[src/rtl/vx_barrier_table.sv]
// Warp barrier table: per-slot arrival collection, local release and optional global handoff.
// Global-barrier support is compiled in only when VX_BARRIER_GBAR_EN is defined.
module vx_barrier_table #(
  parameter int unsigned NUM_WARPS    = 4,
  parameter int unsigned NUM_BARRIERS = 4,
  parameter int unsigned CNT_W        = (NUM_WARPS > 1) ? $clog2(NUM_WARPS) : 1
) (
  input  logic                                                   clk,
  input  logic                                                   reset,
  input  logic                                                   req_valid,
  output logic                                                   req_ready,
  input  logic [$clog2(NUM_WARPS)-1:0]                           req_wid,
  input  logic [((NUM_BARRIERS > 1) ? $clog2(NUM_BARRIERS) : 1)-1:0] req_id,
  input  logic [CNT_W-1:0]                                       req_size_m1,
  input  logic                                                   req_is_noop,
  input  logic                                                   req_is_global,
  output logic [NUM_WARPS-1:0]                                   stall_mask,
  output logic                                                   rel_valid,
  output logic [NUM_WARPS-1:0]                                   rel_mask,
  output logic                                                   gbar_req_valid,
  input  logic                                                   gbar_req_ready,
  output logic [((NUM_BARRIERS > 1) ? $clog2(NUM_BARRIERS) : 1)-1:0] gbar_req_id,
  input  logic                                                   gbar_rsp_valid,
  input  logic [((NUM_BARRIERS > 1) ? $clog2(NUM_BARRIERS) : 1)-1:0] gbar_rsp_id
);

  localparam int unsigned IdW = (NUM_BARRIERS > 1) ? $clog2(NUM_BARRIERS) : 1;

  typedef enum logic [1:0] {StFree, StCollect, StGSend, StGWait} slot_st_e;

  slot_st_e             state_q [NUM_BARRIERS];
  slot_st_e             state_d [NUM_BARRIERS];
  logic [CNT_W-1:0]     cnt_q   [NUM_BARRIERS];
  logic [CNT_W-1:0]     cnt_d   [NUM_BARRIERS];
  logic [CNT_W-1:0]     size_q  [NUM_BARRIERS];
  logic [CNT_W-1:0]     size_d  [NUM_BARRIERS];
  logic [NUM_WARPS-1:0] mask_q  [NUM_BARRIERS];
  logic [NUM_WARPS-1:0] mask_d  [NUM_BARRIERS];

  logic [NUM_WARPS-1:0] stall_q, stall_d;
  logic [NUM_WARPS-1:0] rel_mask_q, rel_mask_d;
  logic                 rel_valid_q;
  logic [NUM_WARPS-1:0] set_stall;

  logic [NUM_WARPS-1:0] wid_oh;
  logic [NUM_WARPS-1:0] new_mask;
  logic [CNT_W-1:0]     eff_size;
  logic                 eff_glob;
  logic                 accept;

  assign wid_oh = NUM_WARPS'(1) << req_wid;
  assign accept = req_valid && req_ready;

`ifdef VX_BARRIER_GBAR_EN
  logic [NUM_BARRIERS-1:0] glob_q, glob_d;
  logic                    gsel_valid;
  logic [IdW-1:0]          gsel;

  // Lowest-index GSEND slot wins the global request port.
  always_comb begin
    gsel_valid = 1'b0;
    gsel       = '0;
    for (int i = NUM_BARRIERS - 1; i >= 0; i--) begin
      if (state_q[i] == StGSend) begin
        gsel_valid = 1'b1;
        gsel       = IdW'(i);
      end
    end
  end

  assign gbar_req_valid = gsel_valid;
  assign gbar_req_id    = gsel;
  assign req_ready      = reset ||
                          !((state_q[req_id] == StGSend) || (state_q[req_id] == StGWait));
`else
  logic unused_gbar;
  assign unused_gbar    = ^{gbar_req_ready, gbar_rsp_valid, gbar_rsp_id, req_is_global};
  assign gbar_req_valid = 1'b0;
  assign gbar_req_id    = '0;
  assign req_ready      = 1'b1;
`endif

  always_comb begin
    state_d    = state_q;
    cnt_d      = cnt_q;
    size_d     = size_q;
    mask_d     = mask_q;
    set_stall  = '0;
    rel_mask_d = '0;
    eff_size   = '0;
    eff_glob   = 1'b0;
    new_mask   = '0;
`ifdef VX_BARRIER_GBAR_EN
    glob_d = glob_q;
    if (gbar_req_valid && gbar_req_ready) begin
      state_d[gsel] = StGWait;
    end
    if (gbar_rsp_valid && (state_q[gbar_rsp_id] == StGWait)) begin
      rel_mask_d             = rel_mask_d | mask_q[gbar_rsp_id];
      state_d[gbar_rsp_id]   = StFree;
      cnt_d[gbar_rsp_id]     = '0;
      mask_d[gbar_rsp_id]    = '0;
      glob_d[gbar_rsp_id]    = 1'b0;
    end
`endif
    // A repeat arrival from an already-recorded warp leaves the slot untouched.
    if (accept && !mask_q[req_id][req_wid]) begin
      eff_size = (state_q[req_id] == StFree) ? req_size_m1 : size_q[req_id];
      new_mask = mask_q[req_id] | wid_oh;
`ifdef VX_BARRIER_GBAR_EN
      eff_glob = glob_q[req_id] || req_is_global;
      glob_d[req_id] = eff_glob;
`endif
      size_d[req_id] = eff_size;
      if ((cnt_q[req_id] == eff_size) && !eff_glob) begin
        rel_mask_d     = rel_mask_d | new_mask;
        state_d[req_id] = StFree;
        cnt_d[req_id]   = '0;
        mask_d[req_id]  = '0;
`ifdef VX_BARRIER_GBAR_EN
        glob_d[req_id]  = 1'b0;
`endif
      end else begin
        state_d[req_id] = (cnt_q[req_id] == eff_size) ? StGSend : StCollect;
        cnt_d[req_id]   = (cnt_q[req_id] == eff_size) ? cnt_q[req_id]
                                                      : cnt_q[req_id] + CNT_W'(1);
        mask_d[req_id]  = new_mask;
        if (!req_is_noop) begin
          set_stall = wid_oh;
        end
      end
    end
    stall_d = (stall_q | set_stall) & ~rel_mask_d;
  end

  always_ff @(posedge clk) begin
    if (reset) begin
      for (int i = 0; i < NUM_BARRIERS; i++) begin
        state_q[i] <= StFree;
        cnt_q[i]   <= '0;
        size_q[i]  <= '0;
        mask_q[i]  <= '0;
      end
`ifdef VX_BARRIER_GBAR_EN
      glob_q      <= '0;
`endif
      stall_q     <= '0;
      rel_mask_q  <= '0;
      rel_valid_q <= 1'b0;
    end else begin
      state_q     <= state_d;
      cnt_q       <= cnt_d;
      size_q      <= size_d;
      mask_q      <= mask_d;
`ifdef VX_BARRIER_GBAR_EN
      glob_q      <= glob_d;
`endif
      stall_q     <= stall_d;
      rel_mask_q  <= rel_mask_d;
      rel_valid_q <= |rel_mask_d;
    end
  end

  assign stall_mask = stall_q;
  assign rel_valid  = rel_valid_q;
  assign rel_mask   = rel_mask_q;

endmodule

[config.mk]
export PLATFORM = sky130hd
export DESIGN_NAME = vx_barrier_table
export DESIGN_NICKNAME = d
export VERILOG_FILES = /design/src/rtl/vx_barrier_table.sv
export SDC_FILE = /design/constraint.sdc
export NUM_CORES = 1
export LEC_CHECK = 0
export ABC_AREA = 1
export CAP_MARGIN = 20
export CORE_MARGIN = 5
export CORE_UTILIZATION = 55
export DETAILED_ROUTE_END_ITERATION = 10
export GPL_ROUTABILITY_DRIVEN = 0
export GPL_TIMING_DRIVEN = 0
export HOLD_SLACK_MARGIN = 0.05
export PLACE_DENSITY = 0.84
export SLEW_MARGIN = 5
export SYNTH_ARGS = -nofsm -noshare
export SYNTH_HDL_FRONTEND = slang
export SYNTH_SLANG_ARGS = --single-unit
export TNS_END_PERCENT = 10
[constraint.sdc]
create_clock -name clk -period 4.2 [get_ports clk]
set_input_delay 0.42 -clock clk [delete_from_list [all_inputs] [get_ports clk]]
set_output_delay 0.42 -clock clk [all_outputs]
set_load 0.02 [all_outputs]
---- Word-level counts from Yosys, hierarchy flattened ----
Cells that the tools add are included.
word-level totals
  flip-flop bits (word level) ............. 49
  output and inout port bits .............. 13
  logic and storage cells ................. 73
operators by class
  $add $sub $neg .......................... 1
  order comparisons ....................... 3
  equality and inequality tests ........... 1
  shifts and indexed selects .............. 1
  muxes and demuxes ....................... 33
  bitwise logic cells ..................... 10
  reduce and logical (&&, ||, !) cells .... 5
operators by type and width
  operator                                                                      count
  4-bit 2-to-1 mux                                                              8
  8-bit bitwise mux                                                             3
  2-bit 2-to-1 mux                                                              10
  16-bit AND                                                                    1
  8-bit AND                                                                     2
  16-bit bitwise mux                                                            1
  16-bit 2-to-1 mux                                                             1
  8-bit 2-to-1 mux                                                              2
  16-bit inverter                                                               1
  2-bit binary-select mux with 2-bit select                                     3
  4-bit binary-select mux with 2-bit select                                     1
  4-bit demux with 2-bit select                                                 1
  8-bit inverter                                                                1
  4-bit bitwise OR                                                              2
  4-bit AND                                                                     1
  2-bit demux with 2-bit select                                                 1
  4-bit inverter                                                                1
  4-bit OR reduction                                                            1
  1-bit by 2-bit << shifter with 4-bit output, first input constant             1
  3-bit greater-or-equal comparator, second input constant                      1
  2-bit by 3-bit less-than comparator with 1-bit output, second input constant  1
  3-bit by 1-bit less-than comparator with 1-bit output, second input constant  1
  2-bit inverter with 3-bit output                                              1
  2-bit by 1-bit adder with 2-bit output, second input constant                 1
  6 further kinds                                                               7

---- Depth between registers and ports, before layout ----
  depth in word-level cells ............... 11
  gate-level depth with buffers ........... 16
  mapped depth without buffers ............ 14

---- Worst setup path before layout ----
Ideal clock, no wire load.
  kind .................................... in2reg
  start ................................... input port req_id[0] (netlist bit)
  end ..................................... register stall_q[2], in the netlist stall_mask[2]
  arrival time ............................ 1,705 ps
  path slack .............................. 2,367 ps
  stages .................................. 15
  cells stage by stage .................... buf_6 buf_6 nor2_2 nand2_1 o21ai_0 nor2_1 nand2_1 nand3_1 nand2_2 nand2_2 buf_6 nand3_1 nand2_1 nand2_1 nor2_1
between the ends
  cells in the longest elaborated chain, start to end .. 11
  elaborated cells on any way between the ends .. 28
  those cells by class .................... eq/ne: 1; mux: 19; bitwise: 5; reduce/logical: 3
ends and longest elaborated chain
  item                                                                                                    RTL line       text
  start: declaration                                                                                      13             input logic [((NUM_BARRIERS > 1) ? $clog2(NUM_BARRIERS) : 1)-1:0] req_id,
  2-bit inverter with 3-bit output (implied by the code) (*)                                              --
  2-bit binary-select mux with 2-bit select or 4-bit binary-select mux with 2-bit select (tied branches)  108, 107, 109
  2-bit 2-to-1 mux (implied by the code) or 4-bit 2-to-1 mux (tied branches) (2 in series)                108, 107, 109
  2-bit logical NOT or 1-bit binary-select mux with 2-bit select (tied branches)                          108, 107
  2-bit 2-to-1 mux or 1-bit 2-to-1 mux (tied branches)                                                    108, 107
  2-bit == test or 1-bit logical NOT (tied branches)                                                      115, 107
  4-bit 2-to-1 mux or 1-bit logical AND (tied branches)                                                   115, 107
  4-bit 2-to-1 mux                                                                                        107            if (accept && !mask_q[req_id][req_wid]) begin
  4-bit bitwise OR or 4-bit inverter (tied branches)                                                      133            stall_d = (stall_q | set_stall) & ~rel_mask_d;
  4-bit AND (*)                                                                                           133
  end signal: assignment                                                                                  158            stall_q <= stall_d;
  end: declaration                                                                                        40             logic [NUM_WARPS-1:0] stall_q, stall_d;
Every way passes the cells marked *; elsewhere a longest branch is shown, timed or not. The select of a mux whose other input is x is not followed.
A chain may end at the register's enable or synchronous reset.

---- Worst setup path after layout ----
  start ................................... input port req_id[1] (netlist bit)
  end ..................................... register mask_q[4] (netlist bit)
between the ends
  cells in the longest elaborated chain, start to end .. 8
  elaborated cells on any way between the ends .. 30
  those cells by class .................... order compare: 2; eq/ne: 1; mux: 19; bitwise: 4; reduce/logical: 4
ends and longest elaborated chain
  item                                                                                   RTL line  text
  2-bit inverter with 3-bit output (implied by the code) (*)                             --
  3-bit greater-or-equal comparator (implied by the code), or another cell as far along  119, 127
  1-bit logical AND (implied by the code), or another cell as far along                  119, 127
  4-bit 2-to-1 mux (implied by the code), or another cell as far along                   119, 127
  4-bit demux with 2-bit select, or another cell as far along                            119, 127
  16-bit inverter (no source line), or another cell as far along                         --
  16-bit AND (no source line), or another cell as far along                              --
  16-bit 2-to-1 mux or 1-bit logical AND (tied branches)                                 115, 107
  end signal: assignment                                                                 154       mask_q <= mask_d;
  end: declaration                                                                       37        logic [NUM_WARPS-1:0] mask_q [NUM_BARRIERS];
Marks and branches as above.

==> metrics.log <==
INFO  metric grt_usage = 20.2%
INFO  metric post_cts.repair.setup_buffers = 0
INFO  metric postSynthAreaPerCell = 6.94 um^2
INFO  metric top_layer_used = met4
INFO  metric startpoint_type = input pin
INFO  metric area_of_combinational_cells_with_multiple_inputs = 0.00120 mm^2
INFO  metric met2_length = approximately 2.7 mm
INFO  metric dp_cells = 426
INFO  metric netlist_area_before_placement = 0.00246 mm^2
INFO  metric synth.top_cell.area_share = between 30 and 40%
INFO  metric insertedDiodeCount = 0
INFO  metric post_cts_hold_buffer_count = 0
INFO  metric clk_root_buffer_cell = clkbuf_8
INFO  metric max_freq = 436 MHz
INFO  metric detail_route.drc_violations = 0
INFO  metric dpl_worst_slack = 1.60 ns
INFO  metric first_global_vias = approximately 2.2k
INFO  metric dpl.hpwl = roughly 4.1 mm
INFO  metric peakVddDrop = 248 uV
INFO  metric rsz0062_at_grt = no
INFO  metric io-pin-count = 28
INFO  metric clkSinkCount = 49
INFO  metric vias_per_cell = 5.18
INFO  metric met1_length = about 2.4 mm
INFO  metric layout_min_cycle_time = 2.29 ns
INFO  metric synth_area_leaders = dfxtp_1, nand2_1, a21oi_1
INFO  metric clockBufferDepth = 2
INFO  metric cp_max_fo = 10
INFO  metric pin_count_of_the_biggest_net_entering_global_routing = 16
INFO  metric final.setup_skew = between 0.01 and 0.015 ns
INFO  metric die_height = 76.9 um
INFO  metric grt_first_pass_wirelength = ~10 mm
INFO  metric core.rowCount = 24
INFO  metric num-nets-final = 396
INFO  metric grt-ovfl-total = 0
INFO  metric worstHoldPathType = reg -> reg
INFO  metric yosysSeqAreaShare = 39.8%
INFO  metric layout.area.seq = roughly 980 um^2
INFO  metric yosysWarnings = 0
INFO  metric final_cell_count_no_fill = 434
INFO  metric hold_slack = 0.462 ns
INFO  metric pwr_total = 1050 uW
INFO  metric fp.coreArea = 0.00435 mm^2
INFO  metric dieWidth = 76.9 um
INFO  metric total_leakage_power = between 0.001 and 0.0015 uW
INFO  metric maxCapViolations = 0
INFO  metric dr_wl_met3 = 373 um
INFO  metric drv_slew = 0
INFO  metric post_cts_resize_count = 0
INFO  metric layout_worst_path_cycle_share = 54.6%
INFO  metric fillCellCount = 370
INFO  metric worstSkewPairLatency = 0.31 ns
INFO  metric initialDrtViolationCount = 158
INFO  metric cts_tree = built
INFO  metric cp.arrival = 2.54 ns
INFO  metric finalSetupViolations = 0
INFO  metric ys_seq_elements = 49
INFO  metric starting_density = about 57%
INFO  metric route.antenna.remaining_nets = 0
INFO  metric finalHoldViolCount = 0
INFO  metric synth_largest_area_cell = dfxtp_1
INFO  metric worst_slack = 1.91 ns
INFO  metric avgRoutedWirePerCell = 13.1 um
INFO  metric worstSetupPathType = in -> reg
INFO  metric grt_antenna_before_repair = 0
INFO  metric h-tree-depth = 2
INFO  metric clkSlewWorstSetupHoldPaths = 0.09 ns
INFO  metric crit_required = around 4.5 ns
INFO  metric crit_path_end_kind = register
INFO  metric routed_wl = 5.69 mm
INFO  metric pwr_density_cell = ~370 mW/mm^2
INFO  metric cts_buffers = 5
INFO  metric netlist_instances = 355
INFO  metric die_area = 0.00592 mm^2
INFO  metric placement.io_buffers = 17
INFO  metric area_delta_synth_final = 14.7%
INFO  metric whs_path_depth = 2
INFO  metric result_of_the_run = finished clean
INFO  metric netlist-cell-type-count = 22
INFO  metric drt_pre_antenna_iters = 5
INFO  metric drive_above_1_share = 13.9%
INFO  metric vias = 2,248
INFO  metric worst-r2r-cell-count = 11
INFO  metric setup_tns = 0 ns
[worst max-delay path, cell delays in order]
cell and delay [ns]:
clkdlybuf4s50_1 0.59, inv_4 0.23, nand2_4 0.10, nor2_2 0.20
nor2_8 0.07, nand2_2 0.10, nand2_1 0.07, nand3_1 0.09
nand2_2 0.09, nand2_2 0.11, buf_6 0.17, nand2_1 0.14
a21oi_1 0.17
[final timing paths]
| check | startpoint | to | slack, ns |
|---|---|---|---|
| max | req_id[1] | mask_q[4] | 1.91 |
| min | state_q[1] | state_q[1] | 0.46 |
| max reg2reg | state_q[3] | mask_q[8] | 2.46 |
| min reg2reg | state_q[1] | state_q[1] | 0.46 |
[routing by layer]
layer | track usage [%] | up-vias
met5 | 0 | -
met4 | 8.22 | 0
met1 | 24.6 | 999
met2 | 33.9 | 68
met3 | 5.04 | 16
li1 | - | 1165
[cells in the final DEF, fill, tap and decap left out, types with 16 or more instances in the layout]
cell,netlist,final
a21oi_1,33,33
clkdlybuf4s50_1,0,17
dfxtp_1,49,49
inv_1,33,33
nand2_1,90,90
nand3_1,19,19
nor2_1,41,41
o21ai_0,16,16
o21ai_1,21,21
[logic make-up (layout without fill, tap and decap cells)]
family                 count (synthesis)  in the layout  share of synthesized area, %
AOI/OAI and AO/OA                     72             72                          14.9
DFF                                   49             49                          39.8
other                                  2              4                         0.305
buffers and inverters                 57             82                          11.5
and+or+nand+nor                      175            175                          33.4
[cells in the mapped netlist]
master	n
nand3_1	19
clkbuf_1	4
nand2_2	8
inv_1	33
buf_4	4
conb_1	2
dfxtp_1	49
inv_4	1
o21ai_1	21
nand3b_1	1
a21oi_2	2
buf_6	7
a21oi_1	33
o21ai_0	16
nor2_8	3
nor2_2	4
nand2_4	5
nor2_1	41
nand2_1	90
inv_2	8
nand4_1	1
nand3_2	3
[cell type report]
class	instances	area share, %
well taps	52	2.30
clock inverters	2	1.33
multi-input cells	251	42.6
inverters	42	5.67
clock buffers	6	2.92
repair buffers	17	6.02
plain buffers	15	4.38
flip-flops and latches	49	34.7
[through the flow]
step | util, % | cell area [um^2]
2_1_floorplan | - | 2470
3_5_place_dp | 62.1 | 2710
6_report | 64.9 | 2830
3_3_place_gp | 62.1 | 2710
5_1_grt | 64.9 | 2830
4_1_cts | 64.9 | 2830
[registers in the layout, summed over array words and instances, names as in the netlist]
register,cells
mask_q,16
state_q,8
cnt_q,8
stall_mask,4
rel_mask,4
size_q,8
rel_valid,1
[report_power, final]
group / switching, uW / leakage [uW] / internal [uW]
sequential: 11.8 / 0.000399 / 489
combinational: 123 / 0.000900 / 66.8
clock: 163 / 0.0000574 / 194
total: 298 / 0.00136 / 750
No activity file was read; power rests on OpenSTA's default activity.
